$ cat src/rtl/regfile_mp_pkg.sv
// regfile_mp_pkg: shared constants and helpers for the multi-port register file.
//   DATA_W_DEF / NREGS_DEF : default register width and register count
//   ZERO_REG               : index of the hardwired-zero register
//   aw_of()                : address width for a given register count
package regfile_mp_pkg;

  localparam int unsigned DATA_W_DEF = 32;
  localparam int unsigned NREGS_DEF  = 32;
  localparam int unsigned ZERO_REG   = 0;

  function automatic int unsigned aw_of(input int unsigned n);
    return (n < 2) ? 1 : $clog2(n);
  endfunction

endpackage

$ cat src/rtl/regfile_mp_scoreboard.sv
// regfile_mp_scoreboard: per-register busy bits plus a running busy count.
//   clk_i, rst_i : clock, synchronous active-high reset
//   set_i        : registers reserved this cycle (set wins over clear)
//   clr_i        : registers written this cycle
//   busy_o       : stored busy vector
//   cnt_o        : registered popcount of busy_o
module regfile_mp_scoreboard
  import regfile_mp_pkg::*;
#(
  parameter  int unsigned NREGS = NREGS_DEF,
  localparam int unsigned AW    = aw_of(NREGS)
) (
  input  logic             clk_i,
  input  logic             rst_i,
  input  logic [NREGS-1:0] set_i,
  input  logic [NREGS-1:0] clr_i,
  output logic [NREGS-1:0] busy_o,
  output logic [AW:0]      cnt_o
);

  logic [NREGS-1:0] busy_q, busy_d;
  logic [NREGS-1:0] rise, fall;
  logic [AW:0]      cnt_q, cnt_d;
  logic [AW:0]      n_rise, n_fall;

  always_comb begin
    busy_d = (busy_q & ~clr_i) | set_i;
    // Only real transitions move the count; re-set or re-clear is a no-op.
    rise   = set_i & ~busy_q;
    fall   = clr_i & ~set_i & busy_q;
    n_rise = '0;
    n_fall = '0;
    for (int unsigned r = 0; r < NREGS; r++) begin
      n_rise = n_rise + (AW+1)'(rise[r]);
      n_fall = n_fall + (AW+1)'(fall[r]);
    end
    cnt_d = cnt_q + n_rise - n_fall;
  end

  always_ff @(posedge clk_i) begin
    if (rst_i) begin
      busy_q <= '0;
      cnt_q  <= '0;
    end else begin
      busy_q <= busy_d;
      cnt_q  <= cnt_d;
    end
  end

  assign busy_o = busy_q;
  assign cnt_o  = cnt_q;

endmodule

$ cat src/rtl/regfile_mp.sv
// regfile_mp: multi-port GPR file with integrated busy-bit scoreboard.
//   Clk, reset : clock, synchronous active-high reset
//   rd_addr    : NRD read addresses; rd_data / rd_busy combinational results
//   wr_en, wr_addr, wr_data : NWR write ports, highest index wins on conflict
//   rsv_en, rsv_addr        : mark a destination register pending
//   busy_cnt   : registered number of busy registers
// Register 0 reads zero and is never busy.
// Define REGFILE_MP_BYPASS_EN to forward same-cycle write data and busy-clear
// to the read ports; otherwise reads come purely from stored state.
module regfile_mp
  import regfile_mp_pkg::*;
#(
  parameter  int unsigned DATA_W = DATA_W_DEF,
  parameter  int unsigned NREGS  = NREGS_DEF,
  parameter  int unsigned NRD    = 2,
  parameter  int unsigned NWR    = 1,
  localparam int unsigned AW     = aw_of(NREGS)
) (
  input  logic                  Clk,
  input  logic                  reset,
  input  logic [NRD*AW-1:0]     rd_addr,
  output logic [NRD*DATA_W-1:0] rd_data,
  output logic [NRD-1:0]        rd_busy,
  input  logic [NWR-1:0]        wr_en,
  input  logic [NWR*AW-1:0]     wr_addr,
  input  logic [NWR*DATA_W-1:0] wr_data,
  input  logic                  rsv_en,
  input  logic [AW-1:0]         rsv_addr,
  output logic [AW:0]           busy_cnt
);

  logic [DATA_W-1:0] gpr_q [NREGS];
  logic [NREGS-1:0]  set_mask, clr_mask;
  logic [NREGS-1:0]  busy;
  logic [AW-1:0]     rd_a [NRD];

  always_comb begin
    clr_mask = '0;
    set_mask = '0;
    for (int unsigned j = 0; j < NWR; j++) begin
      if (wr_en[j] && (wr_addr[j*AW +: AW] != AW'(ZERO_REG)))
        clr_mask[wr_addr[j*AW +: AW]] = 1'b1;
    end
    if (rsv_en && (rsv_addr != AW'(ZERO_REG)))
      set_mask[rsv_addr] = 1'b1;
  end

  // Ascending port order: the last non-blocking assignment (highest port) wins.
  always_ff @(posedge Clk) begin
    if (reset) begin
      for (int unsigned r = 0; r < NREGS; r++)
        gpr_q[r] <= '0;
    end else begin
      for (int unsigned j = 0; j < NWR; j++) begin
        if (wr_en[j] && (wr_addr[j*AW +: AW] != AW'(ZERO_REG)))
          gpr_q[wr_addr[j*AW +: AW]] <= wr_data[j*DATA_W +: DATA_W];
      end
    end
  end

  regfile_mp_scoreboard #(
    .NREGS (NREGS)
  ) u_sb (
    .clk_i  (Clk),
    .rst_i  (reset),
    .set_i  (set_mask),
    .clr_i  (clr_mask),
    .busy_o (busy),
    .cnt_o  (busy_cnt)
  );

  always_comb begin
    for (int unsigned i = 0; i < NRD; i++)
      rd_a[i] = rd_addr[i*AW +: AW];
  end

  always_comb begin
    rd_data = '0;
    rd_busy = '0;
    for (int unsigned i = 0; i < NRD; i++) begin
      if (rd_a[i] != AW'(ZERO_REG)) begin
        rd_data[i*DATA_W +: DATA_W] = gpr_q[rd_a[i]];
        rd_busy[i]                  = busy[rd_a[i]];
`ifdef REGFILE_MP_BYPASS_EN
        for (int unsigned j = 0; j < NWR; j++) begin
          if (wr_en[j] && (wr_addr[j*AW +: AW] == rd_a[i]))
            rd_data[i*DATA_W +: DATA_W] = wr_data[j*DATA_W +: DATA_W];
        end
        if (clr_mask[rd_a[i]] && !set_mask[rd_a[i]])
          rd_busy[i] = 1'b0;
`endif
      end
    end
  end

endmodule

$ cat config.mk
export PLATFORM = sky130hd
export DESIGN_NAME = regfile_mp
export DESIGN_NICKNAME = d
export VERILOG_FILES = /design/src/rtl/regfile_mp_pkg.sv /design/src/rtl/regfile_mp_scoreboard.sv /design/src/rtl/regfile_mp.sv
export SDC_FILE = /design/constraint.sdc
export NUM_CORES = 2
export LEC_CHECK = 0
export ABC_CLOCK_PERIOD_IN_PS = 15400
export BUFFER_PORTS_ARGS = -buffer_cell sky130_fd_sc_hd__buf_2
export CORE_MARGIN = 1.5
export CORE_UTILIZATION = 36
export DETAILED_ROUTE_END_ITERATION = 16
export HOLD_SLACK_MARGIN = 0.03
export SLEW_MARGIN = 10
export SYNTH_ARGS = -nofsm -noshare
export SYNTH_HDL_FRONTEND = slang
export SYNTH_SLANG_ARGS = --single-unit
$ cat constraint.sdc
create_clock -name Clk -period 15.4 [get_ports Clk]
set_input_delay 2.31 -clock Clk [delete_from_list [all_inputs] [get_ports Clk]]
set_output_delay 2.31 -clock Clk [all_outputs]
set_load 0.01 [all_outputs]
======== After elaboration in Yosys (flattened, before gate mapping) ========
Memory sizes are Yosys's and may differ from the RTL's.
Index checks and enable logic that the tools add are counted.
word-level totals
  bits in registers ....................... 38
  RAM bits ................................ 1024
  bits of input ports ..................... 56
  output and inout port bits .............. 72
  word-level logic and storage cells ...... 112
  memories kept ........................... 1
memories
  name   words  bits a word  read ports  clocked after memory_dff  wr ports  RTL line          RTL
  gpr_q  32     32           2           0                         32        regfile_mp.sv:32  logic [DATA_W-1:0] gpr_q [NREGS];
operators by class
  $add $sub $neg .......................... 64
  magnitude comparators ................... 6
  mux-type cells .......................... 22
  bitwise operators ....................... 8
  reductions and logical operators ........ 9
operator list
  cell                                                        number
  adder 6 x 1 -> 6 bit                                        60
  two-way mux 32 bit                                          5
  bitwise AND 32 bit                                          4
  inverter 32 bit                                             3
  bitwise OR 32 bit                                           1
  OR reduction 32 bit                                         1
  less-than comparator 5 x 6 -> 1 bit, second input constant  4
  nonzero test 5 bit                                          4
  two-way mux 1 bit                                           12
  binary-select mux 1 bit (select 5 bit)                      2
  demux 1 bit (select 5 bit)                                  2
  >= comparator 5 x 1 -> 1 bit, second input constant         2
  adder 6 bit                                                 1
  subtractor 6 bit                                            1
  two-way mux 5 bit                                           1
  adder 1 x 1 -> 2 bit                                        2
  logical AND 1 bit                                           4

======== Depth between registers and ports, before layout ========
  word-level depth ........................ 40
  gate-level depth with buffers ........... 25
  depth with buffers taken out ............ 24

======== Hierarchy ========
A second synthesis with hierarchy kept.
second synthesis, totals
  cell total of the unflattened synthesis .. 4004
  area, all modules ....................... 58397.3 um^2
by module, submodules not included
  module                 instances  cells each  area each (um^2)  seq. area each (um^2)
  regfile_mp             1          3629        55050.3           30749.5
  regfile_mp_scoreboard  1          375         3347.0            760.7

======== Least setup slack after synthesis ========
No wires, ideal clock.
  path kind ............................... in2reg
  start ................................... input wr_addr[0]
  end ..................................... register u_sb.cnt_q[5] (netlist: u_sb.cnt_o[5])
  setup time .............................. 128 ps
  data arrival time ....................... 8526 ps
  data required time ...................... 15272 ps
  path slack .............................. 6746 ps
  cell stages on the path ................. 25
  path buffers ............................ 1
  cells stage by stage .................... nor2b_1 -> nand2_1 -> clkbuf_1 -> nor2_1 -> and3_1 -> ha_1 -> fa_1 -> inv_1 -> fa_1 -> inv_1 -> fa_1 -> inv_1 -> fa_1 -> fa_1 -> fa_1 -> inv_1 -> fa_1 -> fa_1 -> inv_1 -> ha_1 -> fa_1 -> a21o_1 -> a21oi_1 -> xnor2_1 -> nor2_1
between the ends
  word-level cells in the longest chain between the ends .. 39
RTL lines
  element                                                                                                           RTL line                     RTL
  from (decl)                                                                                                       regfile_mp.sv:25             input logic [NWR*AW-1:0] wr_addr,
  less-than comparator 5 x 6 -> 1 bit (implied by the code) / >= comparator 5 x 1 -> 1 bit (equally long branches)  regfile_mp.sv:42             clr_mask[wr_addr[j*AW +: AW]] = 1'b1;
  logical AND 1 bit (implied by the code)                                                                           regfile_mp.sv:42
  two-way mux 1 bit (implied by the code)                                                                           regfile_mp.sv:42
  demux 1 bit (select 5 bit)                                                                                        regfile_mp.sv:42
  two-way mux 32 bit *                                                                                              regfile_mp.sv:41             if (wr_en[j] && (wr_addr[j*AW +: AW] != AW'(ZERO_REG)))
  bitwise AND 32 bit * (2 in series)                                                                                regfile_mp_scoreboard.sv:30  fall = clr_i & ~set_i & busy_q;
  adder 1 x 1 -> 2 bit                                                                                              regfile_mp_scoreboard.sv:35  n_fall = n_fall + (AW+1)'(fall[r]);
  adder 6 x 1 -> 6 bit (29 in series)                                                                               regfile_mp_scoreboard.sv:35
  adder 6 x 1 -> 6 bit *                                                                                            regfile_mp_scoreboard.sv:35
  subtractor 6 bit *                                                                                                regfile_mp_scoreboard.sv:37  cnt_d = cnt_q + n_rise - n_fall;
  to (signal assigned)                                                                                              regfile_mp_scoreboard.sv:46  cnt_q <= cnt_d;
  to (decl)                                                                                                         regfile_mp_scoreboard.sv:23  logic [AW:0] cnt_q, cnt_d;
Mark *: on every way between the ends. The rest lies on a longest branch, timed or not.
A chain may end at the register's enable or synchronous reset.

======== Final worst setup path ========
  start ................................... input rd_addr[2]
  end ..................................... output rd_data[16]
between the ends
  word-level cells in the longest chain between the ends .. 2
RTL lines
  element                                                            RTL line          RTL
  from (decl)                                                        regfile_mp.sv:21  input logic [NRD*AW-1:0] rd_addr,
  memory (32 x 32 bit) / nonzero test 5 bit (equally long branches)  -
  two-way mux 32 bit *                                               regfile_mp.sv:81  if (rd_a[i] != AW'(ZERO_REG)) begin
  to (decl)                                                          regfile_mp.sv:22  output logic [NRD*DATA_W-1:0] rd_data,
Marks and branches as above.

==> out/results.ini <==
[clocking]
cts_resized=0
htreeDepth=3
clk_pin_slew_worst_paths_ps=60
root_buffer=clkbuf_16
cts_sinks=1062
ctsHoldBuffers=0
cts_setup_buffers=0
clk-insertion-delay-late_ps=760
clockBufferDepth=3
cts_made_buffers=115
cts_tree=built

[sta]
period_minus_slack_ps=8800
slew_headroom_pct=9.26
hold_slack_ps=485
worst_slack_ps=6600
finalCritPeriodShare_pct=57.1
worst_pin_slew_ps=1350
finalHoldViolations=0
rsz0062_at_grt=false
fin_worst_skew_ps=11.5
max_freq_mhz=114
fin_setup_tns_ps=0
setup_viol=0
slew_violations=0

[floorplanning]
io_pins=128
dieHeight_um=408
dieArea_um2=167000
die_w_um=408
row_count=148
initial_core_util_pct=36.3
core_area_um2=163000

[critical_path]
cpLargestDelayFamily=buffers and inverters
r2r_cells=21
setup.worst_path.class=in2out
r2r-end=u_sb.cnt_o[5]
cp-start-kind=input port
crit_fanout=96
path_cells=buf_8 > buf_4 > buf_12 > or4_4 > o21ai_0 > a311oi_1 > buf_2
regToRegSetupSlack_ps=9060
cp_num_buf_inv=4
cp-end-kind=output port
critical_path.max_stage_delay_ps=990
slowest_stage=a311oi_1
r2r-start=u_sb.busy_o[1]
arrival_ps=6490
crit_required_ps=13090

[global_route]
grt.overflow.total=0
grt_max_degree=100
grt_use_total_pct=25.8
first_global_vias=38300
antenna_found_initial=32
grt_pass1_wl_um=302000

[power_and_ir_drop]
fin_total_pwr_mw=7.28
powerDensity_nw_per_um2=112
p_leak_nw=22.2
peakVddDrop_mv=0.100

[logic_synthesis]
synthMuxAreaShare_pct=21.2
synthXorXnorAreaFrac_pct=0.0889
yosys.area.top_type=edfxtp_1
ys_seq_area_share_pct=53.3
post_synth_num_cell_types=56
synth_warnings=0
syn_area_um2=59100
synth_top_area_share_pct=52.0
synthAdderAreaFrac_pct=2.34
postSynthCellCount=4064
synth_top_family_by_area=multiplexers
syn_area_per_cell_um2=14.5
synth_compound_area_share_pct=5.21
synth_area_leaders=edfxtp_1 (52%), mux4_2 (17%), and2_1 (11%)
synth-simple-area-share_pct=13.7
ys_ff_latch=1062

[drt]
ant_nets=0
dr.pass1.iters=6
wire_per_inst_um=34.5
drtIter0Drc=5520
via_count=38700
drc=0
vias_per_cell=6.15
wirelength_um=217000

[final_layout]
drive_above_1_share_pct=24.5
syn_to_final_growth_pct=10.1
final_core_util_pct=39.9
final_nets=4146
final_cell_mix=edfxtp_1 (1024), and2_1 (994), mux4_2 (452), mux2i_1 (132), buf_2 (120)
layout_commonest_cell=edfxtp_1

[placement]
dp.final_hpwl_um=122000
port_buffers=127
dp_slack_ps=5990
gp_congestion=0.889

[hold_path]
whs_path_depth=1
min_to=u_sb.busy_o[0]
hold_path_class=reg2reg
hp-start=u_sb.busy_o[0]

[run]
drv_cap=0

[status]
status=finished, final reports clean

Yosys cell counts, drive strengths merged:
library cell and count:
a21oi 34, buf 165, nand3 17, xnor2 4, xor2 2, conb 1
and2 994, and3b 3, or2 54, nor2b 76, a311oi 66, a221oi 51
mux2i 132, nand3b 6, o2111ai 15, a211oi 66, or3b 2, mux4 462
fa 59, a21o 2, and3 16, nand2 73, ha 16, inv 54
a22oi 66, or4 2, mux2 66, clkbuf 258, and4 1, nand2b 4
o21ai 145, or3 1, or2b 1, nor3 2, dfxtp 38, nor3b 6
edfxtp 1024, nor2 80
how the worst max path moves through the flow:
stage / startpoint / endpoint / slack (ps) / depth (start not counted)
floorplan: wr_addr[0] / u_sb.cnt_o[5] / 6750 / 25
global placement: rsv_addr[1] / u_sb.cnt_o[5] / 5990 / 21
detailed placement: rsv_addr[1] / u_sb.cnt_o[5] / 5990 / 21
CTS: rd_addr[2] / rd_data[14] / 6630 / 7
global route: rsv_addr[1] / u_sb.cnt_o[5] / 6300 / 21
finish: rd_addr[2] / rd_data[16] / 6600 / 7
layout make-up:
| cell class | count | area [um^2] |
|---|---|---|
| Fill cell | 14900 | 97900 |
| Sequential cell | 1062 | 31500 |
| Multi-Input combinational cell | 2558 | 25500 |
| Clock buffer | 151 | 3090 |
| Tap cell | 2175 | 2720 |
| Timing Repair Buffer | 224 | 1470 |
| Clock inverter | 61 | 505 |
| Inverter | 54 | 208 |
| Antenna cell | 10 | 25.0 |
per-layer routing:
layer / wire length (um) / vias to the layer above / global-route usage (%)
li1: - / 15300 / -
met1: 84700 / 20200 / 35.0
met2: 97300 / 2657 / 39.5
met3: 25400 / 499 / 6.26
met4: 9820 / 16 / 10.7
met5: 94 / - / 0
registers in the layout (all words and copies together), names as in the netlist:
name / count
u_sb.busy_o: 32
gpr_q: 1024
u_sb.cnt_o: 6
power by group:
| group | switching (mW) | internal (mW) |
|---|---|---|
| logic | 0.672 | 0.454 |
| registers | 0.0867 | 3.34 |
| clock network | 1.21 | 1.52 |
metrics by stage:
step	cells	instance area, um^2
after floorplan	4097	59200
after global placement	6073	61400
after detailed placement	6073	61400
after CTS	6285	65000
after global routing	6286	65000
final	6295	65000
logic make-up (layout without fill, tap and decap cells):
| kind of cell | count (synthesis) | after routing |
|---|---|---|
| compound gates | 445 | 445 |
| xor+xnor | 6 | 6 |
| fa+ha+maj | 75 | 75 |
| buf+inv | 477 | 490 |
| flops | 1062 | 1062 |
| mux | 660 | 660 |
| other cells | 1 | 44 |
| simple gates | 1338 | 1338 |
Power figures use the tool's default switching activity.
